`config.mk`:
```
export PLATFORM = sky130hd
export DESIGN_NAME = decode_stage_flat
export DESIGN_NICKNAME = d
export VERILOG_FILES = /design/src/rtl/decode_stage_if.sv /design/src/rtl/decode_stage.sv /design/src/flat_wrapper.sv
export SDC_FILE = /design/constraint.sdc
export NUM_CORES = 1
export LEC_CHECK = 0
export ABC_AREA = 1
export BUFFER_PORTS_ARGS = -buffer_cell sky130_fd_sc_hd__clkbuf_2
export CAP_MARGIN = 20
export CELL_PAD_IN_SITES_DETAIL_PLACEMENT = 1
export CELL_PAD_IN_SITES_GLOBAL_PLACEMENT = 2
export CORE_MARGIN = 3
export CORE_UTILIZATION = 29
export CTS_CLUSTER_DIAMETER = 60
export DETAILED_ROUTE_END_ITERATION = 8
export PLACE_DENSITY_LB_ADDON = 0.25
export SLEW_MARGIN = 20
export SYNTH_ARGS = -nofsm -noshare
export SYNTH_HDL_FRONTEND = slang
export SYNTH_SLANG_ARGS = --single-unit
```
`constraint.sdc`:
```
create_clock -name clk -period 5.2 [get_ports clk]
set_input_delay 0.26 -clock clk [delete_from_list [all_inputs] [get_ports clk]]
set_output_delay 0.26 -clock clk [all_outputs]
set_load 0.01 [all_outputs]
```
`src/rtl/decode_stage_if.sv`:
```
// decode_stage_if: fetch, register-file and execute-side signals of the
// decode stage. The slave modport is the decode stage's own view; the
// master modport is the surrounding pipeline's view.
interface decode_stage_if #(
  parameter int REG_WIDTH     = 8,
  parameter int REG_DIR_WIDTH = 3,
  parameter int PC_WIDTH      = 8,
  parameter int CNT_WIDTH     = 16
);
  // Fetch side
  logic                     if_valid;
  logic [15:0]              if_instr;
  logic [PC_WIDTH-1:0]      if_pc;
  logic                     stall;
  logic                     id_jump;
  logic [PC_WIDTH-1:0]      id_jump_target;

  // Register-file read ports
  logic [REG_DIR_WIDTH-1:0] readr1;
  logic [REG_DIR_WIDTH-1:0] readr2;
  logic [REG_WIDTH-1:0]     readd1;
  logic [REG_WIDTH-1:0]     readd2;

  // Execute side
  logic                     ex_flush;
  logic                     ex_valid;
  logic                     ex_alu_src;
  logic                     ex_mem_read;
  logic                     ex_mem_write;
  logic                     ex_reg_write;
  logic                     ex_branch;
  logic [2:0]               ex_alu_op;
  logic [REG_DIR_WIDTH-1:0] ex_rs;
  logic [REG_DIR_WIDTH-1:0] ex_rt;
  logic [REG_DIR_WIDTH-1:0] ex_dest;
  logic [REG_WIDTH-1:0]     ex_rs_data;
  logic [REG_WIDTH-1:0]     ex_rt_data;
  logic [REG_WIDTH-1:0]     ex_imm;
  logic [PC_WIDTH-1:0]      ex_pc;

  // Status
  logic [CNT_WIDTH-1:0]     stall_count;

  modport slave (
    input  if_valid, if_instr, if_pc, ex_flush, readd1, readd2,
    output stall, id_jump, id_jump_target, readr1, readr2,
    output ex_valid, ex_alu_src, ex_mem_read, ex_mem_write, ex_reg_write,
    output ex_branch, ex_alu_op, ex_rs, ex_rt, ex_dest,
    output ex_rs_data, ex_rt_data, ex_imm, ex_pc, stall_count
  );

  modport master (
    output if_valid, if_instr, if_pc, ex_flush, readd1, readd2,
    input  stall, id_jump, id_jump_target, readr1, readr2,
    input  ex_valid, ex_alu_src, ex_mem_read, ex_mem_write, ex_reg_write,
    input  ex_branch, ex_alu_op, ex_rs, ex_rt, ex_dest,
    input  ex_rs_data, ex_rt_data, ex_imm, ex_pc, stall_count
  );
endinterface

```
`src/rtl/decode_stage.sv`:
```
// decode_stage: instruction-decode stage of the 8-bit MIPS-style core.
// Holds the IF/ID latch, drives register-file read addresses, decodes the
// instruction into the ID/EX latch, resolves jumps and honours EX flushes.
// Optional feature macro: DECODE_HAZARD_DETECT_EN enables load-use stall
// detection and the saturating stall counter; without it stall and
// stall_count are tied to 0 and software must pad loads with NOPs.
module decode_stage #(
  parameter int REG_WIDTH     = 8,
  parameter int REG_DIR_WIDTH = 3,
  parameter int PC_WIDTH      = 8,
  parameter int CNT_WIDTH     = 16
) (
  input logic            clk,
  input logic            rst,
  decode_stage_if.slave  bus
);

  localparam logic [3:0] OP_RTYPE = 4'd0;
  localparam logic [3:0] OP_ADDI  = 4'd1;
  localparam logic [3:0] OP_LW    = 4'd2;
  localparam logic [3:0] OP_SW    = 4'd3;
  localparam logic [3:0] OP_BEQ   = 4'd4;
  localparam logic [3:0] OP_J     = 4'd5;

  typedef struct packed {
    logic                     valid;
    logic                     alu_src;
    logic                     mem_read;
    logic                     mem_write;
    logic                     reg_write;
    logic                     branch;
    logic [2:0]               alu_op;
    logic [REG_DIR_WIDTH-1:0] rs;
    logic [REG_DIR_WIDTH-1:0] rt;
    logic [REG_DIR_WIDTH-1:0] dest;
    logic [REG_WIDTH-1:0]     rs_data;
    logic [REG_WIDTH-1:0]     rt_data;
    logic [REG_WIDTH-1:0]     imm;
    logic [PC_WIDTH-1:0]      pc;
  } idex_t;

  // IF/ID latch
  logic                     ifid_valid;
  logic [15:0]              ifid_instr;
  logic [PC_WIDTH-1:0]      ifid_pc;

  // ID/EX latch and its next value
  idex_t                    idex_q;
  idex_t                    idex_d;

  // Instruction fields of the word held in IF/ID
  logic [3:0]               opcode;
  logic [REG_DIR_WIDTH-1:0] rs;
  logic [REG_DIR_WIDTH-1:0] rt;
  logic [REG_DIR_WIDTH-1:0] rd;
  logic [2:0]               funct;
  logic [5:0]               imm6;

  logic                     stall;
  logic                     jump_taken;

  assign opcode = ifid_instr[15:12];
  assign rs     = ifid_instr[11:9];
  assign rt     = ifid_instr[8:6];
  assign rd     = ifid_instr[5:3];
  assign funct  = ifid_instr[2:0];
  assign imm6   = ifid_instr[5:0];

  // A flush from EX kills the jump: its redirect must not override the branch.
  assign jump_taken = ifid_valid && (opcode == OP_J) && !bus.ex_flush;

  // Decode the IF/ID word into the control and operand bundle for ID/EX.
  always_comb begin
    // NOTE: every field gets a default before the case so no latch is inferred.
    idex_d = '0;
    if (ifid_valid) begin
      idex_d.valid   = 1'b1;
      idex_d.rs      = rs;
      idex_d.rt      = rt;
      idex_d.rs_data = bus.readd1;
      idex_d.rt_data = bus.readd2;
      idex_d.imm     = {{(REG_WIDTH-6){imm6[5]}}, imm6};
      idex_d.pc      = ifid_pc;
      case (opcode)
        OP_RTYPE: begin
          idex_d.alu_op    = funct;
          idex_d.reg_write = 1'b1;
          idex_d.dest      = rd;
        end
        OP_ADDI: begin
          idex_d.alu_src   = 1'b1;
          idex_d.reg_write = 1'b1;
          idex_d.dest      = rt;
        end
        OP_LW: begin
          idex_d.alu_src   = 1'b1;
          idex_d.mem_read  = 1'b1;
          idex_d.reg_write = 1'b1;
          idex_d.dest      = rt;
        end
        OP_SW: begin
          idex_d.alu_src   = 1'b1;
          idex_d.mem_write = 1'b1;
        end
        OP_BEQ: begin
          idex_d.alu_op    = 3'd1;
          idex_d.branch    = 1'b1;
        end
        default: begin
          // j and opcodes 6-15 travel down the pipe as NOPs.
        end
      endcase
      // r0 is hard-wired zero, so a write to it is dropped here.
      if (idex_d.dest == '0) begin
        idex_d.reg_write = 1'b0;
      end
    end
  end

`ifdef DECODE_HAZARD_DETECT_EN
  logic                 use_rs;
  logic                 use_rt;
  logic                 hazard;
  logic [CNT_WIDTH-1:0] stall_cnt;

  // Detect a load in EX whose destination feeds a source used by IF/ID.
  always_comb begin
    use_rs = 1'b0;
    use_rt = 1'b0;
    case (opcode)
      OP_RTYPE, OP_SW, OP_BEQ: begin
        use_rs = 1'b1;
        use_rt = 1'b1;
      end
      OP_ADDI, OP_LW: begin
        use_rs = 1'b1;
      end
      default: begin
        use_rs = 1'b0;
        use_rt = 1'b0;
      end
    endcase
    hazard = ifid_valid && idex_q.valid && idex_q.mem_read &&
             (idex_q.dest != '0) &&
             ((use_rs && (idex_q.dest == rs)) || (use_rt && (idex_q.dest == rt)));
  end

  // A flush empties both latches anyway, so it suppresses the stall.
  assign stall = hazard && !bus.ex_flush;

  // Count stall cycles, holding at all-ones instead of wrapping.
  always_ff @(posedge clk or posedge rst) begin
    if (rst) begin
      stall_cnt <= '0;
    end else if (stall && (stall_cnt != {CNT_WIDTH{1'b1}})) begin
      stall_cnt <= stall_cnt + 1'b1;
    end
  end

  assign bus.stall_count = stall_cnt;
`else
  assign stall           = 1'b0;
  assign bus.stall_count = '0;
`endif

  // IF/ID latch: cleared by flush, held on stall, squashed after a jump.
  always_ff @(posedge clk or posedge rst) begin
    // NOTE: state updates use <= so every register samples pre-edge values.
    if (rst) begin
      ifid_valid <= 1'b0;
      ifid_instr <= '0;
      ifid_pc    <= '0;
    end else if (bus.ex_flush) begin
      ifid_valid <= 1'b0;
    end else if (!stall) begin
      ifid_valid <= bus.if_valid && !jump_taken;
      ifid_instr <= bus.if_instr;
      ifid_pc    <= bus.if_pc;
    end
  end

  // ID/EX latch: a bubble on flush or stall, otherwise the decoded IF/ID.
  always_ff @(posedge clk or posedge rst) begin
    if (rst) begin
      idex_q <= '0;
    end else if (bus.ex_flush || stall) begin
      idex_q <= '0;
    end else begin
      idex_q <= idex_d;
    end
  end

  // Combinational outputs toward fetch and the register file
  assign bus.stall          = stall;
  assign bus.readr1         = rs;
  assign bus.readr2         = rt;
  assign bus.id_jump        = jump_taken;
  assign bus.id_jump_target = ifid_instr[PC_WIDTH-1:0];

  // Registered outputs toward EX
  assign bus.ex_valid       = idex_q.valid;
  assign bus.ex_alu_src     = idex_q.alu_src;
  assign bus.ex_mem_read    = idex_q.mem_read;
  assign bus.ex_mem_write   = idex_q.mem_write;
  assign bus.ex_reg_write   = idex_q.reg_write;
  assign bus.ex_branch      = idex_q.branch;
  assign bus.ex_alu_op      = idex_q.alu_op;
  assign bus.ex_rs          = idex_q.rs;
  assign bus.ex_rt          = idex_q.rt;
  assign bus.ex_dest        = idex_q.dest;
  assign bus.ex_rs_data     = idex_q.rs_data;
  assign bus.ex_rt_data     = idex_q.rt_data;
  assign bus.ex_imm         = idex_q.imm;
  assign bus.ex_pc          = idex_q.pc;

endmodule

```
`src/flat_wrapper.sv`:
```
// flat-port wrapper written by rule: the top's interface ports become plain ports
module decode_stage_flat 
#(
  parameter int REG_WIDTH     = 8,
  parameter int REG_DIR_WIDTH = 3,
  parameter int PC_WIDTH      = 8,
  parameter int CNT_WIDTH     = 16
)
  (clk, rst, bus_if_valid, bus_if_instr, bus_if_pc, bus_ex_flush, bus_readd1, bus_readd2, bus_stall, bus_id_jump, bus_id_jump_target, bus_readr1, bus_readr2, bus_ex_valid, bus_ex_alu_src, bus_ex_mem_read, bus_ex_mem_write, bus_ex_reg_write, bus_ex_branch, bus_ex_alu_op, bus_ex_rs, bus_ex_rt, bus_ex_dest, bus_ex_rs_data, bus_ex_rt_data, bus_ex_imm, bus_ex_pc, bus_stall_count);
  decode_stage_if #(.REG_WIDTH(REG_WIDTH), .REG_DIR_WIDTH(REG_DIR_WIDTH), .PC_WIDTH(PC_WIDTH), .CNT_WIDTH(CNT_WIDTH)) bus_i ();
  input logic clk;
  input logic rst;
  input wire logic [$bits(bus_i.if_valid)-1:0] bus_if_valid;
  input wire logic [$bits(bus_i.if_instr)-1:0] bus_if_instr;
  input wire logic [$bits(bus_i.if_pc)-1:0] bus_if_pc;
  input wire logic [$bits(bus_i.ex_flush)-1:0] bus_ex_flush;
  input wire logic [$bits(bus_i.readd1)-1:0] bus_readd1;
  input wire logic [$bits(bus_i.readd2)-1:0] bus_readd2;
  output wire logic [$bits(bus_i.stall)-1:0] bus_stall;
  output wire logic [$bits(bus_i.id_jump)-1:0] bus_id_jump;
  output wire logic [$bits(bus_i.id_jump_target)-1:0] bus_id_jump_target;
  output wire logic [$bits(bus_i.readr1)-1:0] bus_readr1;
  output wire logic [$bits(bus_i.readr2)-1:0] bus_readr2;
  output wire logic [$bits(bus_i.ex_valid)-1:0] bus_ex_valid;
  output wire logic [$bits(bus_i.ex_alu_src)-1:0] bus_ex_alu_src;
  output wire logic [$bits(bus_i.ex_mem_read)-1:0] bus_ex_mem_read;
  output wire logic [$bits(bus_i.ex_mem_write)-1:0] bus_ex_mem_write;
  output wire logic [$bits(bus_i.ex_reg_write)-1:0] bus_ex_reg_write;
  output wire logic [$bits(bus_i.ex_branch)-1:0] bus_ex_branch;
  output wire logic [$bits(bus_i.ex_alu_op)-1:0] bus_ex_alu_op;
  output wire logic [$bits(bus_i.ex_rs)-1:0] bus_ex_rs;
  output wire logic [$bits(bus_i.ex_rt)-1:0] bus_ex_rt;
  output wire logic [$bits(bus_i.ex_dest)-1:0] bus_ex_dest;
  output wire logic [$bits(bus_i.ex_rs_data)-1:0] bus_ex_rs_data;
  output wire logic [$bits(bus_i.ex_rt_data)-1:0] bus_ex_rt_data;
  output wire logic [$bits(bus_i.ex_imm)-1:0] bus_ex_imm;
  output wire logic [$bits(bus_i.ex_pc)-1:0] bus_ex_pc;
  output wire logic [$bits(bus_i.stall_count)-1:0] bus_stall_count;
  assign bus_i.if_valid = bus_if_valid;
  assign bus_i.if_instr = bus_if_instr;
  assign bus_i.if_pc = bus_if_pc;
  assign bus_i.ex_flush = bus_ex_flush;
  assign bus_i.readd1 = bus_readd1;
  assign bus_i.readd2 = bus_readd2;
  assign bus_stall = bus_i.stall;
  assign bus_id_jump = bus_i.id_jump;
  assign bus_id_jump_target = bus_i.id_jump_target;
  assign bus_readr1 = bus_i.readr1;
  assign bus_readr2 = bus_i.readr2;
  assign bus_ex_valid = bus_i.ex_valid;
  assign bus_ex_alu_src = bus_i.ex_alu_src;
  assign bus_ex_mem_read = bus_i.ex_mem_read;
  assign bus_ex_mem_write = bus_i.ex_mem_write;
  assign bus_ex_reg_write = bus_i.ex_reg_write;
  assign bus_ex_branch = bus_i.ex_branch;
  assign bus_ex_alu_op = bus_i.ex_alu_op;
  assign bus_ex_rs = bus_i.ex_rs;
  assign bus_ex_rt = bus_i.ex_rt;
  assign bus_ex_dest = bus_i.ex_dest;
  assign bus_ex_rs_data = bus_i.ex_rs_data;
  assign bus_ex_rt_data = bus_i.ex_rt_data;
  assign bus_ex_imm = bus_i.ex_imm;
  assign bus_ex_pc = bus_i.ex_pc;
  assign bus_stall_count = bus_i.stall_count;
  decode_stage #(.REG_WIDTH(REG_WIDTH), .REG_DIR_WIDTH(REG_DIR_WIDTH), .PC_WIDTH(PC_WIDTH), .CNT_WIDTH(CNT_WIDTH)) u_core (.clk(clk), .rst(rst), .bus(bus_i));
endmodule
```
==> results of run 1 <==
-- placed cells by master (no fill, tap or decap), types with 2 or more instances in the layout --
cell       instances
clkbuf_2         108
nand2_1           91
dfrtp_1           73
nor2_1            39
conb_1            17
inv_1             16
o21ai_0           12
clkbuf_8          11
nand3_1            7
bufinv_16          4
nor2_4             3
nor3_2             3
buf_4              3
clkinv_2           2
-- per-stage QoR --
| step | cell area [µm²] | util [%] | setup WS (ns) | hold slack (ns) |
|---|---|---|---|---|
| finish | 3650 | 38.4 | 3.36 | 0.112 |
| detailed placement | 3360 | 35.4 | 3.43 | 0.191 |
| global placement | 3360 | 35.4 | 3.44 | 0.191 |
| floorplan | 2980 | - | 3.09 | 0.370 |
| CTS | 3650 | 38.4 | 3.33 | 0.102 |
| global route | 3650 | 38.4 | 3.23 | 0.104 |
-- flip-flops by register name, indices dropped and copies added, names as in the netlist, 3 cells and up --
register               count
u_core.ifid_instr         16
u_core.bus.ex_pc           8
u_core.bus.ex_rs_data      8
u_core.bus.ex_rt_data      8
u_core.ifid_pc             8
u_core.bus.ex_imm          6
u_core.bus.ex_alu_op       3
u_core.bus.ex_dest         3
u_core.bus.ex_rs           3
u_core.bus.ex_rt           3
-- cells in the mapped netlist --
cell type,instances
buf_2,6
buf_4,34
buf_6,5
conb_1,1
dfrtp_1,73
inv_1,17
inv_6,1
nand2_1,91
nand2_2,1
nand2_4,1
nand3_1,7
nor2_1,39
nor2_2,1
nor2_4,3
nor3_1,1
nor3_2,3
o21ai_0,12
-- power by group through the flow --
| stage | clock, mW | combinational [mW] | sequential (mW) |
|---|---|---|---|
| 3_5_place_dp | 0 | 0.124 | 0.621 |
| 2_1_floorplan | 0 | 0.0933 | 0.622 |
| 4_1_cts | 0.614 | 0.125 | 0.610 |
| 3_3_place_gp | 0 | 0.122 | 0.621 |
| 5_1_grt | 0.648 | 0.140 | 0.614 |
| 6_report | 0.599 | 0.121 | 0.610 |
-- cell families (layout without fill, tap and decap cells) --
family          after synthesis  count (layout)
other cells                   1              17
compound gates               12              12
simple gates                147             147
buf+inv                      63             146
flops                        73              73
-- worst max path at each step --
| stage | from | depth (start not counted) | endpoint | slack, ns |
|---|---|---|---|---|
| after CTS | u_core.ifid_valid | 4 | bus_id_jump | 3.33 |
| after detailed placement | bus_ex_flush | 6 | bus_id_jump | 3.43 |
| final | u_core.ifid_valid | 4 | bus_id_jump | 3.36 |
| after floorplan | rst | 1 | u_core.bus.ex_alu_op[0] | 3.09 |
| after global placement | bus_ex_flush | 6 | bus_id_jump | 3.44 |
| after global routing | u_core.ifid_valid | 4 | bus_id_jump | 3.23 |
-- routing by layer --
layer  wire, µm  vias to the layer above
met3        526                        8
li1           -                     1027
met2       3210                       84
met4        119                        0
met5          0                        -
met1       3060                      977
-- timing repair --
| item | 4_1_cts | 5_1_grt |
|---|---|---|
| hold buffers | 1 | 0 |
| gates resized for setup | 0 | 0 |
| endpoints found under the hold margin | 15 | 0 |
-- layout make-up --
type,instances,area [µm²]
tap,129,161
timing repair buffer,112,573
inverter,18,73.8
multi-input combinational,176,739
sequential,73,1830
clock buffer,11,151
clock inverter,5,125
fill,1132,5850
-- critical path, cell delays in order (launching register included) --
cell	delay, ns
dfrtp_1	0.33
buf_4	0.33
nand2_4	0.20
nor3_2	0.21
clkbuf_2	0.16
==> impl_metrics.ini, run 1 <==
[critical_path]
crit_type = register to output pin
arrival_ns = 1.58
reg2reg_to = u_core.bus.ex_reg_write
regToRegStartpoint = u_core.ifid_valid
cp_max_fo = 29
rr_worst_depth = 5
start_kind = register
worstPathRequired_ns = 4.94
cp-end-kind = output pin
rrSetupSlack_ns = 3.93

[grt]
grt_start_max_net_pins = 59
grt_util_met2_pct = 20.7
grtUsageMet3_pct = 3.64
track_usage_pct = 13.1
grt_pass1_wl_um = 11400
grt_overflow_total = 0
grt_pass1_vias = 2230
busiest_layer = met2
grtUsageMet1_pct = 16.6
antenna_found_initial = 0

[yosys]
synth-compound-area-share_pct = 2.06
synth_cell_types = 17
yosys.area_share.adder_pct = 0
syn_avg_cell_area_um2 = 9.87
synth_area_leader_cell = dfrtp_1
synth_top_area_share_pct = 62.6
synthTopCellsByArea = dfrtp_1 63%, nand2_1 12%, buf_4 8.7%
synthCells = 296
seq_area_frac_synth_pct = 62.6
syn_area_mm2 = 0.00292
yosys_warnings = 0
synth.area.mux_share_pct = 0
synth-xor-area-share_pct = 0
synthSimpleGateAreaFrac_pct = 21.1
synth_top_family_by_area = simple AND/OR/NAND/NOR gates
synth_seq_cells = 73

[cts]
clock_sink_count = 73
cts_tree = yes
clock_latency_ns = 0.34
cts-root-buf = clkbuf_8
htree_levels = 3
post_cts_buffers = 0
cts_made_buffers = 9
cts.clk_slew.worst_paths_ns = 0.08
cts_buffer_depth = 2

[power_and_ir_drop]
ir_drop_uv = 102
total_power_mw = 1.33
pwr-share-seq_pct = 45.8
power_switching_mw = 0.302
internal_power_mw = 1.03
combinationalPowerShare_pct = 9.1
p_sw_share_pct = 22.7
p_clk_share_pct = 45.0
power.leakage_nw = 2.08
powerDensity_mw_per_mm2 = 364

[sta]
tightest_slew_ns = 0.726
finalSetupTns_ns = 0
fmax_ghz = 0.545
slew_headroom_pct = 51.6
fin_crit_ns = 1.84
hold_violations = 0
rsz0062_at_grt = false
slew_viol_final = 0
finalClockSkew_ns = 0.0102
period_share_pct = 35.3
finalSetupViolCount = 0

[drt]
wl_per_cell_um = 13.2
drt_iter0_drc = 59
dr_total_vias = 2096
vias_per_cell = 4.00
drt_pass1_iterations = 4
ant_nets = 0
wirelength_um = 6910
drcViolationCount = 0

[die]
coreArea_mm2 = 0.00950
die_h_um = 106
initial_core_util_pct = 30.7
row_count = 35
die_area_mm2 = 0.0113
die_x_um = 106
top_level_ports = 126

[place]
gp_routability_congestion = 0.731
dp.cells = 507
hpwl_um = 4900
port_buffers = 108

[min_path]
min_path_type = primary input to register
min_path_cells = 3
hold_path.startpoint = bus_if_instr[10]
min_to = u_core.ifid_instr[10]

[cells_and_area]
final_cells = 524
fin_nets = 434
syn2layout_area_growth_pct = 25.0
antennaDiodeCount = 0
drive_gt1_share_pct = 34.9

[flow_run]
drv_cap = 0

[outcome]
status = completed
(Power assumes the default switching activity.)
==> run 2: changes to the inputs <==
- ABC_AREA: 1 -> 0
- CORE_UTILIZATION: 29 -> 27
- clock period: 5.2 -> 1.65 ns (I/O delays scaled with it)
==> run 2 against run 1 <==
Effect of this change:
- cell area is 13% higher
- critical path depth fell by 1
- hold slack improved by 0.030 ns
- sequential share of layout area is 5.6 points lower
- synthesized area fell by 0.47%
- first-iteration DRC count shrank 31%
- sequential power increased to 3.2 times the previous value
- synthesized cell count fell by 29%
- via count down 7.5%
- register-to-register slack got worse by 3.5 ns
- clock skew decreased by 0.00072 ns
==> impl_metrics.ini, run 2 <==
[cts]
cts_tree = yes
cts.clk_slew.worst_paths_ns = 0.08
post_cts_buffers = 0
cts-root-buf = clkbuf_8
cts_made_buffers = 9
clock_latency_ns = 0.34
clock_sink_count = 73
htree_levels = 3
cts_buffer_depth = 2

[sta]
slew_viol_final = 0
finalSetupViolCount = 0
rsz0062_at_grt = false
hold_violations = 0
fmax_ghz = 0.649
finalSetupTns_ns = 0
setup_slack_ns = 0.110
fin_crit_ns = 1.54
period_share_pct = 93.3
finalClockSkew_ns = 0.00950

[critical_path]
worstPathRequired_ns = 1.57
crit_slowest_cell = dfrtp_1
slowest_delay_ns = 0.48
crit_type = register to output pin
start_kind = register
cp-end-kind = output pin
cp_max_fo = 10
rrSetupSlack_ns = 0.45
arrival_ns = 1.46
crit_path_cell_trace = nand3b_1, nor3b_2, clkbuf_2

[die]
row_count = 37
initial_core_util_pct = 27.9
die_x_um = 110
coreArea_mm2 = 0.0104
die_area_mm2 = 0.0120
top_level_ports = 126
die_h_um = 110

[yosys]
synth-edff-count = 0
synth_seq_cells = 73
synth_top_flop_cell = dfrtp_1
synth_area_leader_cell = dfrtp_1
syn_area_mm2 = 0.00291
yosys_warnings = 0
seq_area_frac_synth_pct = 62.8
synth_cell_types = 27
synthTopCellsByArea = dfrtp_1 63%, mux2_2 9.3%, buf_4 9.0%
async_flop_share_pct = 100
yosysMostFrequentCell = dfrtp_1
synthCells = 210
synth_top_area_share_pct = 62.8
syn_avg_cell_area_um2 = 13.8
ys_top_cells_by_count = 73 x dfrtp_1, 36 x and2_1, 35 x buf_4

[cells_and_area]
fin_area_mm2 = 0.00411
layout_commonest_cell = clkbuf_2
drive_gt1_share_pct = 46.0
fin_nets = 394
fin_util_pct = 39.5
largest_register_ffs = 16
final_cells = 490
regMostFlops = u_core.ifid_instr
syn2layout_area_growth_pct = 41.5
antennaDiodeCount = 0
fill_cells = 1157
layout_common_cells = 108 x clkbuf_2, 72 x dfrtp_1, 42 x dlygate4sd3_1, 36 x and2_1, 24 x mux2_2

[place]
hpwl_um = 4740
port_buffers = 108
dp.cells = 433
gp_routability_congestion = 0.739
place_area_mm2 = 0.00343
dp_slack_ns = 0.369

[drt]
drt_pass1_iterations = 3
wirelength_um = 6810
vias_per_cell = 3.96
wl_per_cell_um = 13.9
ant_nets = 0
drt_iter0_drc = 41
dr_total_vias = 1938
drcViolationCount = 0

[grt]
grt_overflow_total = 0
grt_start_max_net_pins = 33
antenna_found_initial = 0
grt_pass1_wl_um = 10500
track_usage_pct = 11.8
grt_pass1_vias = 2038

[power_and_ir_drop]
ir_drop_uv = 400
powerDensity_mw_per_mm2 = 1030
power.leakage_nw = 2.11

[min_path]
min_path_type = primary input to register

[outcome]
status = completed

[flow_run]
drv_cap = 0
run 2: changes by cell type in the layout (fill, tap and decap cells not counted), sizes merged, moves of 7 or more:
cell         change
inv             -17
o21ai           -12
nand3            -7
mux2            +24
dlygate4sd3     +41
and2            +36
nor2            -35
nand2           -90
run 2: final timing paths:
kind / startpoint / to / depth (start not counted)
setup / recovery: u_core.ifid_instr[13] / bus_id_jump / 3
hold / removal: bus_ex_flush / u_core.bus.ex_pc[6] / 3
setup reg to reg: u_core.ifid_valid / u_core.bus.ex_dest[1] / 4
hold reg to reg: u_core.ifid_pc[2] / u_core.bus.ex_pc[2] / 1
max in group asynchronous: rst / u_core.bus.ex_rt_data[3] / 4
min in group asynchronous: rst / u_core.bus.ex_rt_data[2] / 3
run 2: cell families (layout without fill, tap and decap cells):
family | count (synthesis) | count (layout) | share of synthesized area [%]
buf+inv | 43 | 171 | 11.4
other cells | 1 | 17 | 0.129
flops | 73 | 73 | 62.8
mux | 27 | 27 | 10.3
simple gates | 61 | 61 | 13.7
compound gates | 5 | 5 | 1.55
run 2: timing repair:
item / in CTS / in global routing
cloned: 0 / 0
hold buffers: 42 / 0
endpoints found under the hold margin: 58 / 0
pin swaps: 0 / 0
setup endpoints to repair: 1 / 1
resized for setup: 1 / 1
run 2: stage by stage:
stage	total power [mW]	hold WS, ns
2_1_floorplan	2.30	0.211
3_3_place_gp	2.39	0.120
5_1_grt	4.45	0.158
3_5_place_dp	2.39	0.121
4_1_cts	4.32	0.121
6_report	4.24	0.141
run 2: power breakdown:
group | internal, mW | leakage [nW] | switching, mW
sequential | 1.88 | 0.953 | 0.0823
combinational | 0.259 | 1.03 | 0.210
clock | 1.15 | 0.127 | 0.654
total | 3.29 | 2.11 | 0.946
run 2: routing by layer:
layer | part of all wire [%] | GRT usage [%] | vias up | routed length (µm)
met2 | 51 | 19.8 | 66 | 3450
met5 | 0 | 0 | - | 0
met4 | 1.7 | 5.34 | 0 | 115
met1 | 42 | 14.4 | 953 | 2830
met3 | 6.0 | 2.47 | 11 | 410
li1 | - | - | 908 | -
run 2: cell type report:
| type | instances | area (µm²) | share of cell area [%] |
|---|---|---|---|
| clock buffers | 10 | 128 | 3.10 |
| clock inverters | 5 | 129 | 3.13 |
| inverters | 1 | 7.51 | 0.183 |
| multi-input cells | 110 | 813 | 19.8 |
| flip-flops and latches | 73 | 1830 | 44.5 |
| well taps | 136 | 170 | 4.14 |
| repair buffers | 155 | 1040 | 25.2 |
run 2: critical path, delay by kind of cell (launching register included):
| kind | cells | cell delay (ns) |
|---|---|---|
| flip-flops | 1 | 0.48 |
| AND/OR/NAND/NOR | 2 | 0.46 |
| buffers and inverters | 1 | 0.18 |
==> run 3: changes to the inputs <==
- CORE_MARGIN: 3 -> 5
==> run 3 against run 2 <==
Effect of this change:
- wire length up 3.0%
- sequential cell count did not move
- hold slack better by 0.067 ns
- combinational power decreased by 1%
- register-to-register slack got worse by 0.03 ns
- non-clock buffer count did not move
- clock skew grew 0.0018 ns
- critical path depth unchanged
- total power shrank 12%
- cell count rose by 0.20%
- largest cell class unchanged
- largest power group unchanged
==> impl_metrics.ini, run 3 (synthesis gave the netlist of run 2 again) <==
[critical_path]
worstPathRequired_ns = 1.57
start_kind = register
slowest_delay_ns = 0.48
crit_type = register to output pin
arrival_ns = 1.43
crit_slowest_cell = dfrtp_1
cp_max_fo = 10
path_delay_family = flip-flops
cp_num_buf_inv = 1
cp-end-kind = output pin
crit_path_cell_trace = nand3b_1, nor3b_2, clkbuf_2

[drt]
vias_per_cell = 3.94
dr_total_vias = 1935
wirelength_um = 7020
ant_nets = 0
drt_iter0_drc = 59
drcViolationCount = 0
drt_pass1_iterations = 4
wl_per_cell_um = 14.3

[sta]
hold_violations = 0
rsz0062_at_grt = false
period_share_pct = 91.8
finalClockSkew_ns = 0.0113
fmax_ghz = 0.660
fin_crit_ns = 1.51
slew_viol_final = 0
finalSetupViolCount = 0
finalSetupTns_ns = 0

[grt]
grt_pass1_vias = 2146
track_usage_pct = 11.4
grt_start_max_net_pins = 74
grt_overflow_total = 0
antenna_found_initial = 0
grt_pass1_wl_um = 11300

[die]
top_level_ports = 126
coreArea_mm2 = 0.0104
initial_core_util_pct = 27.9
die_area_mm2 = 0.0129
die_x_um = 114
row_count = 37
die_h_um = 114

[cts]
clock_latency_ns = 0.35
cts.clk_slew.worst_paths_ns = 0.07
cts-root-buf = clkbuf_8
post_cts_buffers = 0
cts_buffer_depth = 2
clock_sink_count = 73
htree_levels = 3
cts_tree = yes
cts_made_buffers = 9

[cells_and_area]
drive_gt1_share_pct = 46.2
layout_common_cells = 108 x clkbuf_2, 72 x dfrtp_1, 42 x dlygate4sd3_1, 36 x and2_1, 24 x mux2_2
layout_commonest_cell = clkbuf_2
largest_register_ffs = 16
regMostFlops = u_core.ifid_instr
fin_util_pct = 38.5
fin_nets = 394
antennaDiodeCount = 0
fin_area_mm2 = 0.00401
syn2layout_area_growth_pct = 38.0

[outcome]
status = completed

[power_and_ir_drop]
p_sw_share_pct = 26.6
pwr-share-seq_pct = 52.7
powerDensity_mw_per_mm2 = 926
power_switching_mw = 0.988
p_clk_share_pct = 34.8
power.leakage_nw = 2.06
combinationalPowerShare_pct = 12.4
ir_drop_uv = 314
internal_power_mw = 2.73

[place]
hpwl_um = 4820
port_buffers = 108
gp_routability_congestion = 0.699
place_area_mm2 = 0.00340

[flow_run]
drv_cap = 0

[min_path]
min_path_type = primary input to register
## run 3: cell count changes in the layout (fill, tap and decap cells not counted), sizes merged
cell      before  now
bufinv         4    0
clkinvlp       1    4
clkbuf       118  119
inv            0    1
## run 3: worst register-to-register path, stage by stage, from the launching register on
cell	delay, ns
dfrtp_1	0.48
nor2_1	0.33
nand2_2	0.11
nor3_1	0.22
## run 3: final timing paths
path | startpoint | endpoint | slack (ns) | depth (start not counted)
worst max register to register | u_core.ifid_instr[13] | u_core.bus.ex_alu_op[0] | 0.42 | 3
min in group asynchronous | rst | u_core.bus.ex_rt_data[0] | 0.38 | 4
worst max-delay path | u_core.ifid_instr[13] | bus_id_jump | 0.14 | 3
max in group asynchronous | rst | u_core.ifid_instr[12] | 0.95 | 4
worst min register to register | u_core.ifid_pc[0] | u_core.bus.ex_pc[0] | 0.48 | 1
worst min-delay path | bus_ex_flush | u_core.ifid_valid | 0.21 | 2
## run 3: stage by stage
stage          setup WS, ns  hold slack [ns]  instances  power, mW
2_1_floorplan         0.414            0.211        226       2.30
3_3_place_gp          0.422            0.216        433       2.37
3_5_place_dp          0.400            0.220        433       2.39
4_1_cts             0.00866            0.215        491       3.80
5_1_grt              0.0316            0.243        491       3.93
6_report              0.135            0.208        491       3.71
## run 3: final cells by class
type | count | area, µm²
fill | 1145 | 6400
sequential | 73 | 1830
timing repair buffer | 155 | 1010
multi-input combinational | 110 | 813
tap | 136 | 170
clock buffer | 11 | 141
clock inverter | 5 | 40.0
inverter | 1 | 7.51
## run 3: what timing repair did
action / 4_1_cts / 5_1_grt
hold buffers: 42 / 0
hold endpoints to repair: 114 / 0
endpoints found under the setup margin: 0 / 1
resized for setup: 0 / 2
## run 3: power groups by stage
stage	clock [mW]	sequential [mW]	combinational (mW)
after floorplan	0	1.98	0.319
after global placement	0	1.99	0.384
after detailed placement	0	2.00	0.391
after CTS	1.37	1.96	0.473
after global routing	1.44	1.98	0.512
final	1.29	1.96	0.462
## run 3: metal layers
layer | share of wire, % | global-route usage, % | vias to the layer above
li1 | - | - | 910
met1 | 42 | 13.8 | 952
met2 | 50 | 18.7 | 64
met3 | 6.3 | 3.45 | 9
met4 | 1.9 | 5.05 | 0
met5 | 0 | 0 | -
